--- config.mk ---
export PLATFORM = sky130hd
export DESIGN_NAME = class_router_n
export DESIGN_NICKNAME = d
export VERILOG_FILES = /design/src/rtl/class_router_n.sv
export SDC_FILE = /design/constraint.sdc
export NUM_CORES = 1
export LEC_CHECK = 0
export ABC_AREA = 1
export ABC_CLOCK_PERIOD_IN_PS = 5100
export CORE_MARGIN = 2
export CORE_UTILIZATION = 47
export DETAILED_ROUTE_END_ITERATION = 10
export PLACE_DENSITY = 0.74
export SLEW_MARGIN = 5
export SYNTH_ARGS = -nofsm -noshare
export SYNTH_HDL_FRONTEND = slang
export SYNTH_SLANG_ARGS = --single-unit
--- constraint.sdc ---
create_clock -name clk -period 5.1 [get_ports clk]
set_input_delay 0.51 -clock clk [delete_from_list [all_inputs] [get_ports clk]]
set_output_delay 0.51 -clock clk [all_outputs]
set_load 0.005 [all_outputs]
--- src/rtl/class_router_n.sv ---
// class_router_n: pops an upstream FIFO and steers each word to one of NUM_CH channel FIFOs by its class field.
// 2-entry buffer, registered pop/push; optional per-channel dispatch counters under DISPATCH_CNT_EN.
module class_router_n #(
   parameter int DATA_W    = 12,
   parameter int NUM_CH    = 4,
   parameter int CLASS_W   = 2,
   parameter int CLASS_LSB = 10,
   parameter int CNT_W     = 8
) (
   input  logic                    clk,
   input  logic                    reset,
   input  logic [3:0]              state,
   input  logic [DATA_W-1:0]       data_in,
   input  logic                    empty,
   input  logic                    almost_empty,
   output logic                    pop,
   input  logic [NUM_CH-1:0]       almost_full,
   output logic [NUM_CH-1:0]       push,
   output logic [DATA_W-1:0]       data_out
`ifdef DISPATCH_CNT_EN
   ,
   output logic [NUM_CH*CNT_W-1:0] disp_cnt
`endif
);

   localparam logic [3:0] ST_INIT  = 4'b0001;
   localparam logic [3:0] ST_ACT_A = 4'b0100;
   localparam logic [3:0] ST_ACT_B = 4'b1000;

   logic [DATA_W-1:0]  buf_q [2];
   logic               rd_ptr;
   logic               wr_ptr;
   logic [1:0]         count;
   logic               pop_d;

   logic               is_init;
   logic               is_active;
   logic [DATA_W-1:0]  head;
   logic [CLASS_W-1:0] head_cls;
   logic               dispatch;
   logic               capture;
   logic [2:0]         pending;
   logic               space;
   logic               pop_nxt;

   assign is_init   = (state == ST_INIT);
   assign is_active = (state == ST_ACT_A) || (state == ST_ACT_B);
   assign head      = buf_q[rd_ptr];
   assign head_cls  = head[CLASS_LSB +: CLASS_W];

   // Only the head's own channel can stall it; younger words wait behind it.
   assign dispatch  = is_active && (count != 2'd0) && !almost_full[head_cls];
   assign capture   = pop_d && !is_init;

   // Words buffered plus both reads in flight must leave room for one more.
   assign pending   = 3'(count) + 3'(pop) + 3'(pop_d) - 3'(dispatch);
   assign space     = (pending < 3'd2);
   assign pop_nxt   = is_active && !empty && !(pop && almost_empty) && space;

   always_ff @(posedge clk or posedge reset) begin
      if (reset) begin
         pop      <= 1'b0;
         pop_d    <= 1'b0;
         push     <= '0;
         data_out <= '0;
         count    <= 2'd0;
         rd_ptr   <= 1'b0;
         wr_ptr   <= 1'b0;
      end else if (is_init) begin
         pop      <= 1'b0;
         pop_d    <= 1'b0;
         push     <= '0;
         data_out <= '0;
         count    <= 2'd0;
         rd_ptr   <= 1'b0;
         wr_ptr   <= 1'b0;
      end else begin
         pop   <= pop_nxt;
         pop_d <= pop;
         push  <= '0;
         if (dispatch) begin
            push[head_cls] <= 1'b1;
            data_out       <= head;
            rd_ptr         <= ~rd_ptr;
         end
         if (capture) begin
            wr_ptr <= ~wr_ptr;
         end
         count <= count + 2'(capture) - 2'(dispatch);
      end
   end

   always_ff @(posedge clk) begin
      if (capture) begin
         buf_q[wr_ptr] <= data_in;
      end
   end

   assert property (@(posedge clk) disable iff (reset) count != 2'd3);
   assert property (@(posedge clk) disable iff (reset)
                    (NUM_CH == (1 << CLASS_W)) && (CNT_W > 0) && (CLASS_LSB + CLASS_W <= DATA_W));

`ifdef DISPATCH_CNT_EN
   logic [CNT_W-1:0] cnt_q [NUM_CH];

   // Saturating: a counter parked at all-ones stays there until reset or INIT.
   always_ff @(posedge clk or posedge reset) begin
      if (reset) begin
         for (int i = 0; i < NUM_CH; i++) cnt_q[i] <= '0;
      end else if (is_init) begin
         for (int i = 0; i < NUM_CH; i++) cnt_q[i] <= '0;
      end else if (dispatch && (cnt_q[head_cls] != '1)) begin
         cnt_q[head_cls] <= cnt_q[head_cls] + 1'b1;
      end
   end

   for (genvar g = 0; g < NUM_CH; g++) begin : g_cnt
      assign disp_cnt[g*CNT_W +: CNT_W] = cnt_q[g];
   end
`endif

endmodule

* Word-level counts from Yosys, hierarchy flattened
Memory sizes are Yosys's and may differ from the RTL's.
Index checks and enable logic that the tools add are counted.
** Storage, ports and cells
- Memories kept :: 1
- Register bits :: 22
- Word-level logic and storage cells :: 54
- Bits of input ports :: 24
- Bits in writable memories :: 24
- Output and inout bits :: 17
** Operators by class
- Multiplexer cells :: 17
- Order comparisons :: 3
- Equal/unequal tests :: 3
- Add/subtract/negate cells :: 5
- Bitwise logic cells :: 2
- Reductions and logical operators :: 16
** Memory list
- buf_q :: words 2, bits a word 12, read ports 1, clocked after memory_dff 0, wr ports 1, RTL line 30 : logic [DATA_W-1:0] buf_q [2];
** Operators with widths (count)
- two-way mux 12 bit :: 2
- two-way mux 1 bit :: 10
- logical AND 1 bit :: 8
- two-way mux 4 bit :: 2
- nonzero test 2 bit :: 3
- equality test 4 x 1 -> 1 bit (second input constant) :: 1
- equality test 4 x 3 -> 1 bit (second input constant) :: 1
- equality test 4 bit (second input constant) :: 1
- logical NOT 1 bit :: 4
- adder 2 x 1 -> 3 bit :: 1
- adder 3 x 1 -> 3 bit :: 1
- < comparator 2 x 3 -> 1 bit (second input constant) :: 1
- < comparator 3 x 2 -> 1 bit (second input constant) :: 1
- subtractor 3 x 1 -> 3 bit :: 1
- adder 2 x 1 -> 2 bit :: 1
- binary-select mux 1 bit (select 2 bit) :: 1
- demux 1 bit (select 2 bit) :: 1
- greater-or-equal comparator 2 x 1 -> 1 bit (second input constant) :: 1
- two-way mux 2 bit :: 1
- inverter 1 bit :: 2
- subtractor 2 x 1 -> 2 bit :: 1
- logical OR 1 bit :: 1

* Depth between registers and ports, before layout
Gate-level depths: netlist of the first run.
An unclocked memory read counts as a cell.
- Depth after elaboration :: 9
- Mapped depth :: 18
- Gate-level depth less buffers :: 16

* Worst setup path before layout of the first run
No wires, ideal clock.
- Kind :: in2reg
- From :: input port state[1]
- To :: register pop
- Setup slack :: 2.399 ns
- Cell stages on the path :: 14
- Path buffers :: 1
- Library setup time :: 0.101 ns
- Data required time :: 4.999 ns
- Arrival time :: 2.601 ns
- Path through :: nor2_1 > nand3_1 > nor2_1 > nand3_4 > inv_4 > buf_8 > ha_1 > inv_1 > ha_1 > a21o_1 > fa_1 > nor2_1 > nand2_1 > nor4_1
** On the way
- Word-level cells in the longest chain between the ends :: 8
- Elaborated cells on any way between the ends :: 12
- Classes of those cells :: add/sub (1); order compare (1); eq/ne (3); mux (1); reduce/logical (6)
** RTL lines
- from (decl) :: RTL line 12 : input logic [3:0] state,
- equality test 4 x 3 -> 1 bit or equality test 4 bit (tied branches) :: RTL line 47 : assign is_active = (state == ST_ACT_A) || (state == ST_ACT_B);
- logical OR 1 bit :: RTL line 47
- logical AND 1 bit (2 in series) :: RTL line 52 : assign dispatch = is_active && (count != 2'd0) && !almost_full[head_cls];
- subtractor 3 x 1 -> 3 bit :: RTL line 56 : assign pending = 3'(count) + 3'(pop) + 3'(pop_d) - 3'(dispatch);
- < comparator 3 x 2 -> 1 bit :: RTL line 57 : assign space = (pending < 3'd2);
- logical AND 1 bit :: RTL line 58 : assign pop_nxt = is_active && !empty && !(pop && almost_empty) && space;
- two-way mux 1 bit (*) :: RTL line 69 : end else if (is_init) begin
- to (signal assigned) :: RTL line 78 : pop <= pop_nxt;
- to (decl) :: RTL line 16 : output logic pop,
Mark *: on every way between the ends. The rest lies on a longest branch, timed or not.
A chain may end at the register's enable or synchronous reset.

* Final worst setup path of the first run
- From :: register rd_ptr
- To :: register pop
** On the way
- Word-level cells in the longest chain between the ends :: 9
** RTL lines
- from (decl) :: RTL line 31 : logic rd_ptr;
- from (signal assigned) :: RTL line 84 : rd_ptr <= ~rd_ptr;
- memory read (2 x 12 bit)
- binary-select mux 1 bit (select 2 bit) :: RTL line 52
- two-way mux 1 bit (implied by the code) :: RTL line 52
- logical NOT 1 bit :: RTL line 52
- logical AND 1 bit :: RTL line 52
- subtractor 3 x 1 -> 3 bit :: RTL line 56
- < comparator 3 x 2 -> 1 bit :: RTL line 57
- logical AND 1 bit :: RTL line 58
- two-way mux 1 bit :: RTL line 69
No other way between the ends. The select of a mux whose other input is x is not followed.

==> reports/summary.txt, run 1 <==
Avg Inst Size Synth -> 9.80 um^2
# IOs -> 41
largest area contributor in the netlist -> edfxtp_1
number of global-route vias before repair -> 1381
# nets final -> 277
Post-synth EDFFs -> 24
Netlist cell types -> 23
worst skew pair latency -> 0.30 ns
clock slew at reported path FFs -> 0.09 ns
Starting DRT DRC Count -> 90
pwr/cell area -> 449 nW/um^2
total gr overflow -> 0
Pre-antenna DRT Iters -> 5
Synth Flop Type -> edfxtp_1
Leakage -> 1.22 nW
clk sinks -> 46
synth cell count leaders -> nand2_1, edfxtp_1, dfrtp_1, inv_1, nand3_1
Cell Area, Synth -> 2030 um^2
Area Overhead vs Synth -> 27.5%
layout cells sized above 1 -> 6.43%
core area -> 4090 um^2
overall routing resource usage -> 16.8%
fin. max-slew vios -> 0
Routed Antenna Nets -> 0
DP Area -> 2450 um^2
post-DP HPWL -> 2600 um
status -> finished clean
total negative slack -> 0 ns
Worst EP arrival -> 3.47 ns
CTS root buf -> clkbuf_8
worst-margin pin slew -> 1.02 ns
vias -> 1404
Resized cells post-CTS -> 0
Mapped Nets -> 236
Via density -> 4.70
#FFs+latches synth -> 46
die width -> 69.7 um
count leader, synth -> nand2_1
CP max FO -> 16
CP Launch Type -> flip-flop
period utilization -> 64.2%
Crit. End Element -> flip-flop
Port Buf Inserts -> 40
final hold violation count -> 0
ys async rst share -> 47.8%
Crit Path Class -> flip-flop to flip-flop
Final min period -> 3.27 ns
htree depth -> 2
drt wl/cell -> 11.8 um
WL final -> 3530 um
first-pass GRT wire length -> 6330 um
Syn Inst Count -> 207
Die H -> 69.7 um
final setup fails -> 0
initial antenna violation count -> 0
TritonCTS Buffers -> 5
HP Class -> flip-flop to flip-flop
design area -> 2590 um^2
Rel. slew slack -> 32.0%
n_diodes -> 0
largest net degree at the start of global routing -> 23
die area -> 4860 um^2
GP Congestion -> 0.830
dominant cells by area after synthesis -> edfxtp_1, dfrtp_1, nand2_1
post-synthesis sequential area ratio -> 62.6%
Required @ worst endpoint -> 5.30 ns
total of max-cap violations -> 0
Yosys Warn Count -> 0
Initial Util -> 49.7%
RSZ-0062 raised after global routing -> false
Finished Core Util -> 63.3%
Yosys top cell area share -> 35.5%
Fmax -> 306 MHz
Post-CTS Hold Fix Bufs -> 0
Residual DRC -> 0
CTS tree -> done
post-layout power -> 0.00116 W
worst vdd ir -> 199 uV
CTS max path bufs -> 2
reg2reg setup slack -> 1.83 ns
Setup Fix Bufs, Post-CTS -> 0
# rows -> 23
Layout Skew -> 0.00776 ns
[sequential cells by signal (all words and copies together) (netlist names)]
signal	cells
data_out	12
rd_ptr	1
push	4
pop_d	1
buf_q	24
count	2
pop	1
wr_ptr	1
[path summary, 6_finish.rpt]
check / start / end / cells after the start
worst min-delay path: data_out[4]$_DFFE_PP0P_ / data_out[4]$_DFFE_PP0P_ / 2
min in group asynchronous: reset / data_out[3]$_DFFE_PP0P_ / 2
worst max register to register: rd_ptr$_DFFE_PP0P_ / pop$_DFF_PP0_ / 14
worst min register to register: data_out[4]$_DFFE_PP0P_ / data_out[4]$_DFFE_PP0P_ / 2
max in group asynchronous: reset / rd_ptr$_DFFE_PP0P_ / 2
worst max-delay path: rd_ptr$_DFFE_PP0P_ / pop$_DFF_PP0_ / 14
[cell usage in the layout (no fill, tap or decap)]
| master | count |
|---|---|
| xnor2_1 | 1 |
| nand2_4 | 1 |
| nor4_1 | 1 |
| clkdlybuf4s50_1 | 40 |
| a21o_1 | 1 |
| bufinv_16 | 2 |
| fa_1 | 1 |
| inv_1 | 22 |
| nand3_4 | 1 |
| nand3_1 | 19 |
| nor3_1 | 1 |
| ha_1 | 4 |
| xor2_1 | 1 |
| nand2_1 | 79 |
| inv_4 | 2 |
| nor2_1 | 15 |
| edfxtp_1 | 24 |
| clkbuf_8 | 5 |
| nand2_2 | 4 |
| dfrtp_1 | 22 |
| nand4_1 | 1 |
| o22ai_1 | 1 |
| clkinv_4 | 1 |
[cell type report]
| cell class | count | area (um^2) |
|---|---|---|
| Timing Repair Buffer | 40 | 400 |
| Clock buffer | 5 | 68.8 |
| Tap cell | 50 | 62.6 |
| Clock inverter | 3 | 68.8 |
| Multi-Input combinational cell | 131 | 621 |
| Inverter | 24 | 95.1 |
| Fill cell | 345 | 1500 |
| Sequential cell | 46 | 1270 |
[kinds of logic after synthesis]
| logic type | after synthesis | synth area share [%] |
|---|---|---|
| adder cells (fa/ha/maj) | 5 | 3.45 |
| XOR/XNOR | 2 | 0.863 |
| AO/OA/AOI/OAI | 2 | 0.679 |
| buffers and inverters | 30 | 6.78 |
| AND/OR/NAND/NOR | 122 | 25.6 |
| flip-flops | 46 | 62.6 |
[through the flow]
stage          hold WS [ns]  worst slack (ns)  instances
2_1_floorplan         0.471              2.40        207
3_3_place_gp          0.492              1.74        291
3_5_place_dp          0.495              1.63        291
4_1_cts               0.515              1.81        299
5_1_grt               0.551              1.46        299
6_report              0.511              1.83        299
[report_power, final]
group	internal (W)	total [W]	leakage (nW)	switching (W)
logic	0.000167	0.000329	0.643	0.000162
registers	0.000458	0.000516	0.509	0.0000579
clock network	0.000196	0.000317	0.0683	0.000121
total	0.000821	0.00116	1.22	0.000341
[critical path, cell delays in order (launching register included)]
cell and delay, ns:
dfrtp_1 0.70, inv_4 0.19, nand2_1 0.10, nand2_1 0.16
nand2_2 0.14, nand3_4 0.18, inv_4 0.20, ha_1 0.25
inv_1 0.06, ha_1 0.22, a21o_1 0.19, fa_1 0.42
nor2_1 0.09, nand2_1 0.06, nor4_1 0.22
[per-layer routing]
layer / vias to the layer above / routed length [um] / global-route usage (%)
li1: 735 / - / -
met1: 624 / 1500 / 21.2
met2: 40 / 1780 / 27.2
met3: 5 / 219 / 5.09
met4: 0 / 39 / 6.41
met5: - / 0 / 0
No activity file was read; power rests on OpenSTA's default activity.
==> inputs of run 2 (changes only) <==
ABC_CLOCK_PERIOD_IN_PS = 3000   (was 5100)
CORE_UTILIZATION = 46   (was 47)
PLACE_DENSITY = 0.76   (was 0.74)
clock period = 3 ns   (was 5.1 ns; I/O delays follow)
==> reports/summary.txt, run 2 (synthesized netlist as in run 1, its figures left out) <==
Area Overhead vs Synth -> 28.1%
Starting DRT DRC Count -> 128
Biggest register -> buf_q
TritonCTS Buffers -> 5
total negative slack -> 0 ns
Initial Util -> 47.3%
final setup fails -> 0
period utilization -> 90.6%
most common cell after layout, fill and taps aside -> nand2_1
worst skew pair latency -> 0.29 ns
die area -> 4960 um^2
GP Congestion -> 0.791
Inst Count DP -> 297
CP max FO -> 15
Port Buf Inserts -> 40
RSZ-0062 raised after global routing -> false
clk sinks -> 46
total gr overflow -> 0
Pre-antenna DRT Iters -> 4
Required @ worst endpoint -> 3.20 ns
worst-margin pin slew -> 1.06 ns
Die H -> 70.4 um
CTS root buf -> clkbuf_8
Final min period -> 2.72 ns
commonest cells after routing, fill and taps aside -> nand2_1, clkdlybuf4s50_1, edfxtp_1, inv_1, dfrtp_1
Worst EP arrival -> 2.92 ns
status -> finished clean
Crit. End Element -> flip-flop
Leakage -> 1.23 nW
CP Launch Type -> flip-flop
post-DP HPWL -> 2690 um
max FFs per register -> 24
fin. max-slew vios -> 0
n_diodes -> 0
# rows -> 24
Finished Core Util -> 60.5%
first-pass GRT wire length -> 6310 um
initial antenna violation count -> 0
CTS max path bufs -> 2
Post-CTS Hold Fix Bufs -> 0
Residual DRC -> 0
Rel. slew slack -> 29.2%
# nets final -> 281
number of global-route vias before repair -> 1381
Crit Path Class -> flip-flop to flip-flop
final hold violation count -> 0
pwr/cell area -> 735 nW/um^2
die width -> 70.4 um
HP Class -> input port to asynchronous set/reset pin
worst vdd ir -> 368 uV
vias -> 1450
CTS tree -> done
clock slew at reported path FFs -> 0.09 ns
Via density -> 4.75
top flop regs -> buf_q: 24 flops, data_out: 12 flops, push: 4 flops
# IOs -> 41
WL final -> 3730 um
total of max-cap violations -> 0
fillers -> 368
Routed Antenna Nets -> 0
drt wl/cell -> 12.2 um
Layout Skew -> 0.00623 ns
fin cells -> 305
Fmax -> 368 MHz
core area -> 4290 um^2
htree depth -> 2
largest net degree at the start of global routing -> 23
layout cells sized above 1 -> 8.30%
overall routing resource usage -> 16.2%
==> run 2: changes by cell type in the layout (fill, tap and decap cells not counted) <==
cell,change
dfrtp_1,-1
inv_4,-1
buf_4,+4
dfrtp_2,+1
clkinv_2,+1
inv_6,+1
bufinv_16,-1
==> run 2: worst max-delay path, stage by stage (launching register included) <==
cell and delay [ns]:
dfrtp_2 0.47, clkinv_4 0.14, nand2_4 0.06, nand2_2 0.11, nand2_1 0.06, nand2_1 0.07, nand2_2 0.06, nand3_4 0.08
inv_4 0.03, ha_1 0.26, inv_1 0.04, ha_1 0.26, a21o_1 0.19, fa_1 0.42, nor2_1 0.09, nand2_1 0.05
nor4_1 0.22
==> run 2: report_power, final <==
| group | switching (W) | total, W | internal, W | leakage, nW |
|---|---|---|---|---|
| Combinational | 0.000294 | 0.000590 | 0.000296 | 0.662 |
| Clock | 0.000211 | 0.000461 | 0.000250 | 0.0585 |
| Sequential | 0.0000807 | 0.000860 | 0.000780 | 0.507 |
==> run 2: worst paths after layout <==
| kind | to | slack, ns | startpoint | cells past startpoint |
|---|---|---|---|---|
| min in group clk | data_out[8]$_DFFE_PP0P_ | 0.51 | data_out[8]$_DFFE_PP0P_ | 2 |
| setup / recovery | pop$_DFF_PP0_ | 0.28 | rd_ptr$_DFFE_PP0P_ | 16 |
| hold / removal | data_out[1]$_DFFE_PP0P_ | 0.46 | reset | 2 |
| setup reg to reg | pop$_DFF_PP0_ | 0.28 | rd_ptr$_DFFE_PP0P_ | 16 |
| hold reg to reg | data_out[8]$_DFFE_PP0P_ | 0.51 | data_out[8]$_DFFE_PP0P_ | 2 |
| max in group asynchronous | rd_ptr$_DFFE_PP0P_ | 1.98 | reset | 2 |
==> run 2: cell type report <==
cell class | instances | area, um^2 | share of cell area [%]
Clock buffer | 5 | 68.8 | 2.65
Timing Repair Buffer | 44 | 430 | 16.6
Sequential cell | 46 | 1270 | 49.0
Inverter | 24 | 97.6 | 3.76
Multi-Input combinational cell | 131 | 621 | 23.9
Clock inverter | 3 | 43.8 | 1.69
Tap cell | 52 | 65.1 | 2.50
==> run 2: routing by layer <==
layer	up-vias	wire length (um)	GRT usage [%]
li1	741	-	-
met3	2	166	3.32
met5	-	0	0
met4	0	23	5.56
met1	667	1700	21.8
met2	40	1850	26.3
==> run 2: metrics by stage <==
step                      hold slack, ns  total power [W]  setup slack, ns  instance area [um^2]
after global placement             0.484          0.00144            0.125                  2480
final                              0.457          0.00191            0.281                  2600
after floorplan                    0.289          0.00120            0.306                  2030
after detailed placement           0.489          0.00147           0.0671                  2480
after global routing               0.532          0.00204           0.0421                  2600
after CTS                          0.490          0.00193            0.196                  2590
==> run 2: repair_timing <==
item | 4_1_cts | 5_1_grt
setup endpoints to repair | 0 | 1
setup buffers | 0 | 0
hold endpoints to repair | 0 | 0
resized for setup | 0 | 2
